===== src/rtl/tqvp_bus_initiator.sv =====
// ============================================================================
// tqvp_bus_initiator
// ----------------------------------------------------------------------------
// Initiator (host) side of the TinyQV peripheral bus. Accepts one command at a
// time on a valid/ready request port, runs a single write or read transfer on
// the peripheral strobes, and returns the result on a valid/ready response
// port. Used as the bus driver for stand-alone peripheral harnesses and for
// bridges such as UART-to-bus.
//
// Optional feature macro: TQVP_INIT_TIMEOUT_EN
//   Defined   : reads give up after TIMEOUT wait cycles and respond with an
//               error.
//   Undefined : reads wait indefinitely for data_ready.
//
// Parameters
//   TIMEOUT       read-wait limit in cycles (1..65535), used only with the
//                 timeout feature enabled
//
// Ports
//   clk           in   1   clock, all state on posedge
//   rst_n         in   1   asynchronous active-low reset
//   req_valid     in   1   command valid
//   req_ready     out  1   command accepted when req_valid && req_ready
//   req_write     in   1   1 = write, 0 = read
//   req_size      in   2   00 = 8b, 01 = 16b, 10 = 32b, 11 = illegal
//   req_addr      in   6   peripheral address
//   req_wdata     in   32  write data
//   rsp_valid     out  1   response valid, held until rsp_ready
//   rsp_ready     in   1   response consumed when rsp_valid && rsp_ready
//   rsp_rdata     out  32  read data zero-extended per size, 0 otherwise
//   rsp_err       out  1   illegal size (or read timeout)
//   address       out  6   peripheral address
//   data_in       out  32  peripheral write data
//   data_write_n  out  2   11 = idle, else size code of a write
//   data_read_n   out  2   11 = idle, else size code of a read
//   data_out      in   32  peripheral read data
//   data_ready    in   1   peripheral read data valid
//   busy          out  1   high whenever the FSM is not idle
// ============================================================================
module tqvp_bus_initiator #(
    parameter int TIMEOUT = 255
) (
    input  logic        clk,
    input  logic        rst_n,
    input  logic        req_valid,
    output logic        req_ready,
    input  logic        req_write,
    input  logic [1:0]  req_size,
    input  logic [5:0]  req_addr,
    input  logic [31:0] req_wdata,
    output logic        rsp_valid,
    input  logic        rsp_ready,
    output logic [31:0] rsp_rdata,
    output logic        rsp_err,
    output logic [5:0]  address,
    output logic [31:0] data_in,
    output logic [1:0]  data_write_n,
    output logic [1:0]  data_read_n,
    input  logic [31:0] data_out,
    input  logic        data_ready,
    output logic        busy
);

    typedef enum logic [1:0] {
        IDLE,
        WRITE,
        READ,
        RESP
    } state_t;

    localparam logic [1:0] STROBE_IDLE  = 2'b11;
    localparam logic [1:0] SIZE_ILLEGAL = 2'b11;

    // Reject an out-of-range TIMEOUT when the design is elaborated.
    if (TIMEOUT < 1 || TIMEOUT > 65535) begin : g_timeout_range
        $error("tqvp_bus_initiator: TIMEOUT must be in 1..65535");
    end

    state_t      state_q, state_d;
    logic [1:0]  size_q, size_d;
    logic [5:0]  address_d;
    logic [31:0] data_in_d;
    logic [1:0]  data_write_n_d;
    logic [1:0]  data_read_n_d;
    logic        rsp_valid_d;
    logic [31:0] rsp_rdata_d;
    logic        rsp_err_d;

`ifdef TQVP_INIT_TIMEOUT_EN
    localparam logic [15:0] WAIT_LAST = 16'(TIMEOUT - 1);
    logic [15:0] wait_cnt_q, wait_cnt_d;
`endif

    // Zero-extend peripheral read data to the width of the transfer.
    function automatic logic [31:0] mask_data(input logic [1:0] size,
                                              input logic [31:0] d);
        case (size)
            2'b00:   mask_data = {24'h0, d[7:0]};
            2'b01:   mask_data = {16'h0, d[15:0]};
            default: mask_data = d;
        endcase
    endfunction

    // Next-state and next-output logic. Every output is computed here as a
    // "next" value and registered below, so the peripheral and the requester
    // only ever see flop outputs. Fields default to holding their value so
    // the response stays stable in RESP and address holds while idle.
    always_comb begin
        state_d        = state_q;
        size_d         = size_q;
        address_d      = address;
        data_in_d      = data_in;
        data_write_n_d = data_write_n;
        data_read_n_d  = data_read_n;
        rsp_valid_d    = rsp_valid;
        rsp_rdata_d    = rsp_rdata;
        rsp_err_d      = rsp_err;
`ifdef TQVP_INIT_TIMEOUT_EN
        wait_cnt_d     = wait_cnt_q;
`endif

        case (state_q)
            IDLE: begin
                if (req_valid && req_ready) begin
                    size_d = req_size;
                    if (req_size == SIZE_ILLEGAL) begin
                        // Illegal size never touches the bus.
                        state_d     = RESP;
                        rsp_valid_d = 1'b1;
                        rsp_rdata_d = 32'h0;
                        rsp_err_d   = 1'b1;
                    end else if (req_write) begin
                        state_d        = WRITE;
                        address_d      = req_addr;
                        data_in_d      = req_wdata;
                        data_write_n_d = req_size;
                    end else begin
                        state_d       = READ;
                        address_d     = req_addr;
                        data_read_n_d = req_size;
`ifdef TQVP_INIT_TIMEOUT_EN
                        wait_cnt_d    = 16'h0;
`endif
                    end
                end
            end

            WRITE: begin
                // Write strobe is a single-cycle pulse.
                data_write_n_d = STROBE_IDLE;
                state_d        = RESP;
                rsp_valid_d    = 1'b1;
                rsp_rdata_d    = 32'h0;
                rsp_err_d      = 1'b0;
            end

            READ: begin
                // data_ready takes priority over the timeout on the same edge.
                if (data_ready) begin
                    data_read_n_d = STROBE_IDLE;
                    state_d       = RESP;
                    rsp_valid_d   = 1'b1;
                    rsp_rdata_d   = mask_data(size_q, data_out);
                    rsp_err_d     = 1'b0;
`ifdef TQVP_INIT_TIMEOUT_EN
                end else if (wait_cnt_q == WAIT_LAST) begin
                    data_read_n_d = STROBE_IDLE;
                    state_d       = RESP;
                    rsp_valid_d   = 1'b1;
                    rsp_rdata_d   = 32'h0;
                    rsp_err_d     = 1'b1;
                end else begin
                    wait_cnt_d = wait_cnt_q + 16'h1;
`endif
                end
            end

            RESP: begin
                // Returning to IDLE here means the request port only reopens
                // on the cycle after the handshake.
                if (rsp_ready) begin
                    rsp_valid_d = 1'b0;
                    state_d     = IDLE;
                end
            end

            default: begin
                state_d = IDLE;
            end
        endcase
    end

    // State and output registers. The asynchronous reset forces both bus
    // strobes idle immediately and discards any transaction in flight.
    always_ff @(posedge clk or negedge rst_n) begin
        if (!rst_n) begin
            state_q      <= IDLE;
            size_q       <= 2'b00;
            address      <= 6'h0;
            data_in      <= 32'h0;
            data_write_n <= STROBE_IDLE;
            data_read_n  <= STROBE_IDLE;
            rsp_valid    <= 1'b0;
            rsp_rdata    <= 32'h0;
            rsp_err      <= 1'b0;
            req_ready    <= 1'b1;
            busy         <= 1'b0;
        end else begin
            state_q      <= state_d;
            size_q       <= size_d;
            address      <= address_d;
            data_in      <= data_in_d;
            data_write_n <= data_write_n_d;
            data_read_n  <= data_read_n_d;
            rsp_valid    <= rsp_valid_d;
            rsp_rdata    <= rsp_rdata_d;
            rsp_err      <= rsp_err_d;
            req_ready    <= (state_d == IDLE);
            busy         <= (state_d != IDLE);
        end
    end

`ifdef TQVP_INIT_TIMEOUT_EN
    // Read wait counter, cleared on every entry to READ.
    always_ff @(posedge clk or negedge rst_n) begin
        if (!rst_n) begin
            wait_cnt_q <= 16'h0;
        end else begin
            wait_cnt_q <= wait_cnt_d;
        end
    end
`endif

endmodule


===== config.mk =====
export PLATFORM = sky130hd
export DESIGN_NAME = tqvp_bus_initiator
export DESIGN_NICKNAME = d
export VERILOG_FILES = /design/src/rtl/tqvp_bus_initiator.sv
export SDC_FILE = /design/constraint.sdc
export NUM_CORES = 1
export LEC_CHECK = 0
export BUFFER_PORTS_ARGS = -buffer_cell sky130_fd_sc_hd__buf_2
export CORE_UTILIZATION = 43
export CTS_BUF_LIST = sky130_fd_sc_hd__clkbuf_8 sky130_fd_sc_hd__clkbuf_16
export DETAILED_ROUTE_END_ITERATION = 12
export GPL_TIMING_DRIVEN = 0
export PLACE_DENSITY = 0.74
export SLEW_MARGIN = 20
export SYNTH_ARGS = -nofsm -noshare
export SYNTH_HDL_FRONTEND = slang
export SYNTH_SLANG_ARGS = --single-unit

===== constraint.sdc =====
create_clock -name clk -period 1.9 [get_ports clk]
set_clock_uncertainty 0.15 [all_clocks]
set_input_delay 0 -clock clk [delete_from_list [all_inputs] [get_ports clk]]
set_output_delay 0 -clock clk [all_outputs]
set_load 0.03 [all_outputs]

==> impl_metrics.csv, run 1 <==
group,metric,value,unit
sta,tightest_slew,0.5316,ns
global_routing,grt_use_met3,6.158,%
synthesis,synth_nets,367,
die,dieArea,8590,um2
layout,fillers,565,
die,die-height,92.68,um
global_routing,antenna_found_initial,0,
clocking,cts-root-buf,"clkbuf_8",
global_routing,overflow,0,
global_routing,grt_usage,24.17,%
clocking,cts.clk_slew.worst_paths,0.09,ns
critical_path,crit_arrival,2.08,ns
power,power_frac_seq,31.6,%
global_routing,busiest_layer,"met2",
synthesis,synthDistinctLibCells,37,
critical_path,reg2reg_from,"state_q[1]$_DFF_PN0_",
clocking,insertion_delay,0.33,ns
sta,period_share,105.7,%
sta,max_freq,497.7,MHz
power,cellLeakagePower,0.002862,uW
drt,num_vias,3275,
synthesis,yosysMostFrequentCell,"dfrtp_1",
critical_path,end_kind,"register",
layout,syn_to_final_growth,58.56,%
global_routing,grt.met2_usage,43.15,%
power,swShare,44.63,%
clocking,clk_path_buf_depth,2,
layout,fin_nets,619,
critical_path,critPathRequiredTime,1.97,ns
synthesis,synthTopCellsByArea,"dfrtp_1, mux2_2, o21ai_0",
die,io_pins,156,
drt,vias_per_cell,5.093,
critical_path,start_kind,"register",
synthesis,ys_seq_area_share,58.21,%
power,p_sw,4346,uW
global_routing,use_met1,28.36,%
global_routing,grt_pass1_wl,16060,um
sta,timing.setup.tns,-0.7228,ns
clocking,htreeDepth,3,
synthesis,ys.flop_type,"dfrtp_1",
global_routing,grt_pass1_vias,3343,
sta,slew_headroom,64.56,%
synthesis,synth-edff-count,0,
drt,wirelength,10250,um
synthesis,synth_top_area_share,54.49,%
critical_path,r2r-end,"rsp_rdata[15]$_DFFE_PN0P_",
synthesis,syn_area,3536,um2
critical_path,ff2ff_setup_slack,-0.11,ns
job,max_cap_viol_count,0,
die,initial_core_util,45.06,%
synthesis,synth_top_area_cell,"dfrtp_1",
power,p_clk_share,14.8,%
drt,dr.pass1.iters,4,
placement,place.gp.congestion,0.7825,
layout,stdcell_area,5607,um2
placement,dp_hpwl,6227,um
die,fp.dieW,92.68,um
placement,place_inst,542,
power,comb_power_share,53.6,%
synthesis,ys_top_cells_by_count,"dfrtp_1, mux2_2, o21ai_0, nand2_1, a22o_1",
placement,port_buffers,155,
synthesis,ys_ff_latch,82,
layout,drive_above_1_share,46.77,%
sta,hold_viol_final,0,
placement,placed_area,4522,um2
layout,antenna_cells,0,
synthesis,async_reset_ff_share,100.0,%
power,power.density,1737,nW/um2
die,row_count,32,
global_routing,grt_start_max_net_pins,56,
power,ir_worst_vdd,1.054,mV
clocking,cts.sinks,82,
outcome,outcome,"finished with violations",
critical_path,crit_fanout,10,
critical_path,crit_type,"register to register",
worst_hold_path,hold_path_class,"primary input to asynchronous set/reset pin",
sta,min_period,2.009,ns
sta,slew_viol_final,0,
drt,drc,0,
synthesis,syn_inst,284,
sta,setup_violations,29,
sta,rsz0062_at_grt,"yes",
outcome,violations,"setup timing",
clocking,cts_tree,"yes",
synthesis,ys_warn_count,0,
sta,fin_ws,-0.1091,ns
drt,ant_nets,0,
critical_path,reg2reg_depth,8,
layout,fin_cells,643,
die,core-area,7848,um2
drt,drtIter0Drc,78,
synthesis,postSynthAreaPerCell,12.45,um2
drt,wire_per_inst,15.94,um
clocking,numCtsBuffers,9,
power,p_int,5392,uW
## power by group through the flow
stage,Clock (uW),Sequential (uW),Combinational (uW)
after floorplan,0,4650,1820
after global placement,0,3050,4760
after detailed placement,0,3090,4850
after CTS,1480,3050,5160
after global routing,1560,3170,5550
final,1440,3080,5220
## worst max-delay path by stage
stage                         startpoint  cells after the start                        end
finish              state_q[1]$_DFF_PN0_                      8  rsp_rdata[15]$_DFFE_PN0P_
global route        state_q[0]$_DFF_PN0_                      8  rsp_rdata[15]$_DFFE_PN0P_
CTS                 state_q[0]$_DFF_PN0_                      8  rsp_rdata[15]$_DFFE_PN0P_
detailed placement  state_q[1]$_DFF_PN0_                      9  rsp_rdata[15]$_DFFE_PN0P_
global placement    state_q[0]$_DFF_PN0_                      8  rsp_rdata[14]$_DFFE_PN0P_
floorplan           state_q[1]$_DFF_PN0_                      8  rsp_rdata[12]$_DFFE_PN0P_
## through the flow
step	total power (uW)	hold WS [ns]	utilization (%)	setup WS, ns
after floorplan	6472	-0.4456	-	-0.03909
after global placement	7802	0.06577	57.24	-0.2402
after detailed placement	7940	-0.1998	57.62	-0.2664
after CTS	9699	0.02627	71.41	-0.06536
after global routing	10280	0.01949	71.44	-0.1453
final	9738	0.04331	71.44	-0.1091
## worst max-delay path: stages, from the launching register on
cell     delay (ns)
dfrtp_1        0.41
inv_2          0.07
ha_4           0.27
nor2b_4        0.19
a21oi_4        0.07
or2_1          0.25
buf_6          0.14
buf_8          0.13
a22o_1         0.22
## cells by family after synthesis
kind of cell	Yosys count	synth area share, %
flops	82	58.21
buf+inv	23	3.609
fa+ha+maj	5	1.769
mux	40	12.74
compound gates	78	15.43
simple gates	56	8.245
## layout by cell type (no fill, tap or decap), types with 2 or more instances in the layout
| cell | n |
|---|---|
| dfrtp_1 | 76 |
| buf_4 | 11 |
| and2_1 | 3 |
| a22o_1 | 17 |
| buf_2 | 157 |
| nand2_1 | 30 |
| mux2_2 | 38 |
| dlygate4sd3_1 | 76 |
| and3_1 | 9 |
| clkbuf_8 | 11 |
| inv_1 | 3 |
| inv_2 | 2 |
| nor2b_1 | 2 |
| clkbuf_2 | 2 |
| o31a_1 | 2 |
| buf_8 | 2 |
| mux2_4 | 2 |
| ha_1 | 3 |
| o21ai_0 | 34 |
| nand3_1 | 3 |
| o211ai_1 | 2 |
| clkbuf_1 | 3 |
| o22a_1 | 2 |
| a21oi_1 | 6 |
| a221o_1 | 8 |
| dfstp_2 | 5 |
| buf_6 | 5 |
| bufinv_16 | 2 |
## final cells by class
cell class                      count  area (um2)  share of cell area (%)
Buffer                             15       125.1                   2.232
Multi-Input combinational cell    179        1389                   24.77
Inverter                            6       22.52                  0.4017
Timing Repair Buffer              243        1647                   29.37
Clock inverter                      5       85.08                   1.518
Clock buffer                       11       151.4                   2.700
Tap cell                          102       127.6                   2.276
Sequential cell                    82        2059                   36.73
## sequential cells by signal (all words and copies together), names as in the netlist
name and count:
address 6, busy 1, data_in 32, data_read_n 2
data_write_n 2, req_ready 1, rsp_err 1, rsp_rdata 32
rsp_valid 1, size_q 2, state_q 2
## metal layers
metal / part of all wire [%] / wire (um)
met1: 41 / 4196
met2: 51 / 5262
met3: 6.5 / 662
met4: 1.2 / 127
met5: 0 / 0
## what timing repair did
action / 4_1_cts / 5_1_grt
endpoints found under the hold margin: 159 / 0
pin swaps: 1 / 0
hold buffers: 77 / 0
endpoints found under the setup margin: 68 / 73
gates resized for setup: 8 / 2
buffers inserted: 10 / 0
Power figures use the tool's default switching activity.
==> run 2, diff against run 1 <==
--- a/config.mk
+++ b/config.mk
@@ -11,6 +11,7 @@
 export DETAILED_ROUTE_END_ITERATION = 12
 export GPL_TIMING_DRIVEN = 0
 export PLACE_DENSITY = 0.74
+export RECOVER_POWER = 100
 export SLEW_MARGIN = 20
 export SYNTH_ARGS = -nofsm -noshare
 export SYNTH_HDL_FRONTEND = slang
==> constraint.sdc (replaced) <==
create_clock -name clk -period 1.9 [get_ports clk]
set_clock_uncertainty 0.15 [all_clocks]
set_input_delay 0.38 -clock clk [delete_from_list [all_inputs] [get_ports clk]]
set_output_delay 0.38 -clock clk [all_outputs]
set_load 0.03 [all_outputs]
==> impl_metrics.csv, run 2 (synthesis results as in run 1) <==
group,metric,value,unit
clocking,cts.clk_slew.worst_paths,0.09,ns
sta,period_share,104.8,%
power,cellLeakagePower,0.002545,uW
global_routing,overflow,0,
layout,syn_to_final_growth,37.23,%
placement,dp_hpwl,6227,um
layout,fillers,680,
sta,tightest_slew,0.6929,ns
power,p_sw,4252,uW
global_routing,antenna_found_initial,0,
die,row_count,32,
global_routing,grt_pass1_wl,13640,um
die,io_pins,156,
layout,final_common_cell,"buf_2",
die,core-area,7848,um2
power,comb_power_share,53.0,%
sta,max_freq,502.1,MHz
worst_hold_path,min_from,"data_out[14]",
worst_hold_path,hold_path_class,"primary input to register",
critical_path,crit_fanout,10,
worst_hold_path,holdPathStages,2,
job,max_cap_viol_count,0,
layout,antenna_cells,0,
die,fp.dieW,92.68,um
worst_hold_path,hold_end,"rsp_rdata[14]$_DFFE_PN0P_",
placement,placed_area,4522,um2
sta,hold_slack,0.1098,ns
critical_path,crit_arrival,2.06,ns
critical_path,ff2ff_setup_slack,-0.09,ns
clocking,cts-root-buf,"clkbuf_8",
power,total_power,9570,uW
sta,rsz0062_at_grt,"yes",
critical_path,max_stage_delay,0.41,ns
power,power.density,1972,nW/um2
layout,fin_util,61.83,%
layout,fin_nets,544,
die,dieArea,8590,um2
drt,drtIter0Drc,95,
critical_path,cp_slowest_cell,"dfrtp_1",
layout,most-common-layout-cells,"buf_2, dfrtp_1, mux2_2",
drt,num_vias,2898,
power,power_frac_seq,31.9,%
drt,wirelength,8660,um
sta,fin_ws,-0.09153,ns
clocking,cts_tree,"yes",
drt,dr.pass1.iters,4,
drt,ant_nets,0,
critical_path,reg2reg_depth,8,
sta,hold_viol_final,0,
critical_path,reg2reg_from,"state_q[1]$_DFF_PN0_",
critical_path,r2r-end,"rsp_rdata[15]$_DFFE_PN0P_",
drt,vias_per_cell,5.102,
sta,slew_viol_final,0,
placement,place.gp.congestion,0.7825,
clocking,insertion_delay,0.33,ns
drt,wire_per_inst,15.25,um
outcome,violations,"setup timing",
power,p_clk_share,15.1,%
drt,drc,0,
sta,slew_headroom,53.81,%
sta,setup_violations,13,
sta,timing.setup.tns,-0.4476,ns
global_routing,grt_start_max_net_pins,56,
placement,port_buffers,155,
clocking,cts.sinks,82,
critical_path,cp_top_family,"simple AND/OR/NAND/NOR gates",
global_routing,grt_usage,20.42,%
die,die-height,92.68,um
power,ir_worst_vdd,1.033,mV
power,p_int,5318,uW
critical_path,crit_buf_inv,3,
critical_path,end_kind,"register",
critical_path,start_kind,"register",
clocking,clk_path_buf_depth,2,
clocking,numCtsBuffers,9,
sta,min_period,1.992,ns
die,initial_core_util,45.06,%
global_routing,grt_pass1_vias,2837,
critical_path,crit_chain,"inv_2 > ha_4 > nor2b_4 > a21oi_4 > or2_1 > buf_6 > buf_8 > a22o_1",
layout,stdcell_area,4852,um2
critical_path,crit_type,"register to register",
layout,reg_top3,"data_in: 32 flops, rsp_rdata: 32 flops, address: 6 flops",
clocking,htreeDepth,3,
layout,drive_above_1_share,54.72,%
critical_path,critPathRequiredTime,1.97,ns
power,swShare,44.43,%
outcome,outcome,"finished with violations",
-- run 2: timing repair --
action	4_1_cts	5_1_grt
resized for setup	8	7
pin swaps	1	1
setup endpoints to repair	68	71
hold buffers	1	0
endpoints found under the hold margin	24	0
buffers inserted	10	1
-- run 2: worst max path at each step --
| stage | startpoint | to | slack, ns | cells past startpoint |
|---|---|---|---|---|
| 2_1_floorplan | state_q[1]$_DFF_PN0_ | rsp_rdata[12]$_DFFE_PN0P_ | -0.04 | 8 |
| 3_3_place_gp | rst_n | rsp_rdata[10]$_DFFE_PN0P_ | -0.34 | 1 |
| 3_5_place_dp | state_q[1]$_DFF_PN0_ | rsp_rdata[15]$_DFFE_PN0P_ | -0.27 | 9 |
| 4_1_cts | state_q[0]$_DFF_PN0_ | rsp_rdata[15]$_DFFE_PN0P_ | -0.07 | 8 |
| 5_1_grt | state_q[1]$_DFF_PN0_ | rsp_rdata[12]$_DFFE_PN0P_ | -0.14 | 8 |
| 6_report | state_q[1]$_DFF_PN0_ | rsp_rdata[15]$_DFFE_PN0P_ | -0.09 | 8 |
-- run 2: worst reg2reg max path, stage by stage (launching register included) --
cell and delay (ns):
dfrtp_1 0.41, inv_2 0.08, ha_4 0.27, nor2b_4 0.19, a21oi_4 0.07, or2_1 0.25, buf_6 0.14, buf_8 0.13
a22o_1 0.21
-- run 2: area by class of cell --
cell class              instances  area [um2]  area share (%)
clock buffers                  11       151.4           3.120
repair buffers                168       883.3           18.21
well taps                     102       127.6           2.630
clock inverters                 5       85.08           1.753
inverters                       6       25.02          0.5157
plain buffers                  15       126.4           2.604
flip-flops and latches         82        2059           42.44
multi-input cells             179        1394           28.73
-- run 2: power by group through the flow --
stage	registers [uW]	logic (uW)	clock network, uW
after floorplan	4650	1820	0
after global placement	3050	4760	0
after detailed placement	3090	4850	0
after CTS	3050	5040	1480
after global routing	3160	5430	1560
final	3060	5070	1440
-- run 2: routing by layer --
metal	track usage, %	share of wire (%)	vias up
met5	0	0	-
met4	6.026	0.33	0
met3	5.501	6.8	2
met2	33.83	49	111
met1	26.25	44	1399
li1	-	-	1386
-- run 2: stage by stage --
stage	worst slack, ns	cells
floorplan	-0.03909	284
global placement	-0.3394	541
detailed placement	-0.2664	542
CTS	-0.06536	567
global route	-0.1410	568
finish	-0.09153	568
==> run 3, diff against run 2 <==
--- a/config.mk
+++ b/config.mk
@@ -12,6 +12,7 @@
 export GPL_TIMING_DRIVEN = 0
 export PLACE_DENSITY = 0.74
 export RECOVER_POWER = 100
+export REMOVE_ABC_BUFFERS = 1
 export SLEW_MARGIN = 20
 export SYNTH_ARGS = -nofsm -noshare
 export SYNTH_HDL_FRONTEND = slang
==> constraint.sdc (replaced) <==
create_clock -name clk -period 1.9 [get_ports clk]
set_clock_uncertainty 0.15 [all_clocks]
set_input_delay 0.38 -clock clk [delete_from_list [all_inputs] [get_ports clk]]
set_output_delay 0.38 -clock clk [all_outputs]
set_load 0.1 [all_outputs]
==> impl_metrics.csv, run 3 (synthesis results as in run 1) <==
group,metric,value,unit
drt,drc,0,
placement,port_buffers,155,
global_routing,antenna_found_initial,0,
drt,dr_wl_met3,494,um
drt,ant_nets,0,
drt,wire_per_inst,16.30,um
sta,slew_viol_final,0,
outcome,violations,"setup timing",
critical_path,crit_chain,"inv_2 > ha_4 > nor2b_4 > buf_6 > and3_1 > a221o_1 > a22o_1",
sta,period_share,100.7,%
critical_path,cp_top_family,"compound AO/OA/AOI/OAI gates",
sta,min_period,1.914,ns
global_routing,grt_pass1_vias,2868,
critical_path,cp_slowest_cell,"dfrtp_1",
clocking,numCtsBuffers,9,
outcome,outcome,"finished with violations",
critical_path,end_kind,"register",
drt,num_vias,3086,
drt,drtIter0Drc,97,
layout,most-common-layout-cells,"buf_2, dfrtp_1, mux2_2",
sta,fin_ws,-0.01360,ns
drt,wirelength,9326,um
drt,met1Wirelength,3951,um
clocking,insertion_delay,0.34,ns
worst_hold_path,hold_path_class,"primary input to register",
global_routing,grt_usage,21.07,%
die,initial_core_util,45.06,%
layout,fin_util,63.47,%
layout,fin_nets,548,
sta,hold_viol_final,0,
layout,reg_top3,"data_in: 32 flops, rsp_rdata: 32 flops, address: 6 flops",
drt,met2_length,4731,um
die,fp.dieW,92.68,um
clocking,cts_tree,"yes",
sta,setup_violations,2,
drt,dr.pass1.iters,4,
die,core-area,7848,um2
sta,slew_headroom,63.40,%
critical_path,start_kind,"register",
sta,tightest_slew,0.5477,ns
layout,multi_input_area,1525,um2
clocking,htreeDepth,3,
die,die-height,92.68,um
critical_path,critPathRequiredTime,1.99,ns
layout,antenna_cells,0,
sta,hold_slack,0.09989,ns
drt,top_layer,"met4",
critical_path,crit_buf_inv,2,
layout,syn_to_final_growth,40.87,%
global_routing,overflow,0,
clocking,clk_path_buf_depth,2,
placement,place.gp.congestion,0.7755,
critical_path,crit_fanout,4,
layout,fin_cells,572,
critical_path,max_stage_delay,0.43,ns
critical_path,crit_arrival,2.00,ns
critical_path,crit_type,"register to register",
clocking,cts-root-buf,"clkbuf_8",
layout,fillers,640,
die,row_count,32,
job,max_cap_viol_count,0,
clocking,cts.sinks,82,
placement,placed_area,4359,um2
drt,vias_per_cell,5.395,
global_routing,grt_pass1_wl,14180,um
layout,drive_above_1_share,56.38,%
layout,stdcell_area,4981,um2
die,dieArea,8590,um2
clocking,cts.clk_slew.worst_paths,0.10,ns
layout,final_common_cell,"buf_2",
placement,dp_hpwl,5814,um
global_routing,grt_start_max_net_pins,44,
sta,max_freq,522.6,MHz
placement,place_inst,525,
layout,register_area,2059,um2
die,io_pins,156,
## run 3: changes by cell type in the layout (fill, tap and decap cells not counted), moves of 3 or more
cell / before / now
buf_6: 7 / 2
and3_4: 2 / 6
buf_4: 10 / 20
clkbuf_2: 4 / 0
buf_2: 156 / 153
nand3_4: 1 / 4
and3_1: 8 / 4
buf_12: 0 / 3
## run 3: timing repair
| item | 4_1_cts | 5_1_grt |
|---|---|---|
| gates resized for setup | 22 | 11 |
| gates cloned | 4 | 5 |
| pin swaps | 3 | 12 |
| hold endpoints to repair | 34 | 0 |
| setup endpoints to repair | 80 | 37 |
| setup buffers | 16 | 5 |
| hold buffers | 1 | 0 |
## run 3: area by class of cell
type / instances / share of cell area, %
tap: 102 / 2.562
timing repair buffer: 179 / 20.25
clock inverter: 7 / 2.236
inverter: 6 / 0.5024
sequential: 82 / 41.35
multi-input combinational: 187 / 30.62
clock buffer: 9 / 2.487
## run 3: worst paths after layout
kind | start | end | slack, ns | depth (start not counted)
max in group asynchronous | rst_n | rsp_rdata[29]$_DFFE_PN0P_ | 0.26 | 3
setup / recovery | state_q[0]$_DFF_PN0_ | rsp_rdata[0]$_DFFE_PN0P_ | -0.01 | 7
hold / removal | req_wdata[27] | data_in[27]$_DFFE_PN0P_ | 0.1 | 2
hold reg to reg | data_in[8]$_DFFE_PN0P_ | data_in[8]$_DFFE_PN0P_ | 0.34 | 1
setup reg to reg | state_q[0]$_DFF_PN0_ | rsp_rdata[0]$_DFFE_PN0P_ | -0.01 | 7
min in group asynchronous | rst_n | address[4]$_DFFE_PN0P_ | 0.40 | 2
## run 3: per-stage QoR
step                TNS (ns)  setup slack [ns]
global placement      -86.01            -1.463
floorplan             -23.91           -0.4946
finish              -0.02218          -0.01360
global route         -0.2022          -0.02734
CTS                        0          0.001812
detailed placement    -56.29            -1.152
## run 3: layer usage
layer | track usage, % | vias up
met3 | 2.463 | 19
met1 | 28.86 | 1520
met4 | 7.949 | 0
li1 | - | 1419
met5 | 0 | -
met2 | 34.51 | 128
Power of run 3 is not shown: default switching activity piles up to over one toggle a cycle in this logic, so the estimate is an artifact.
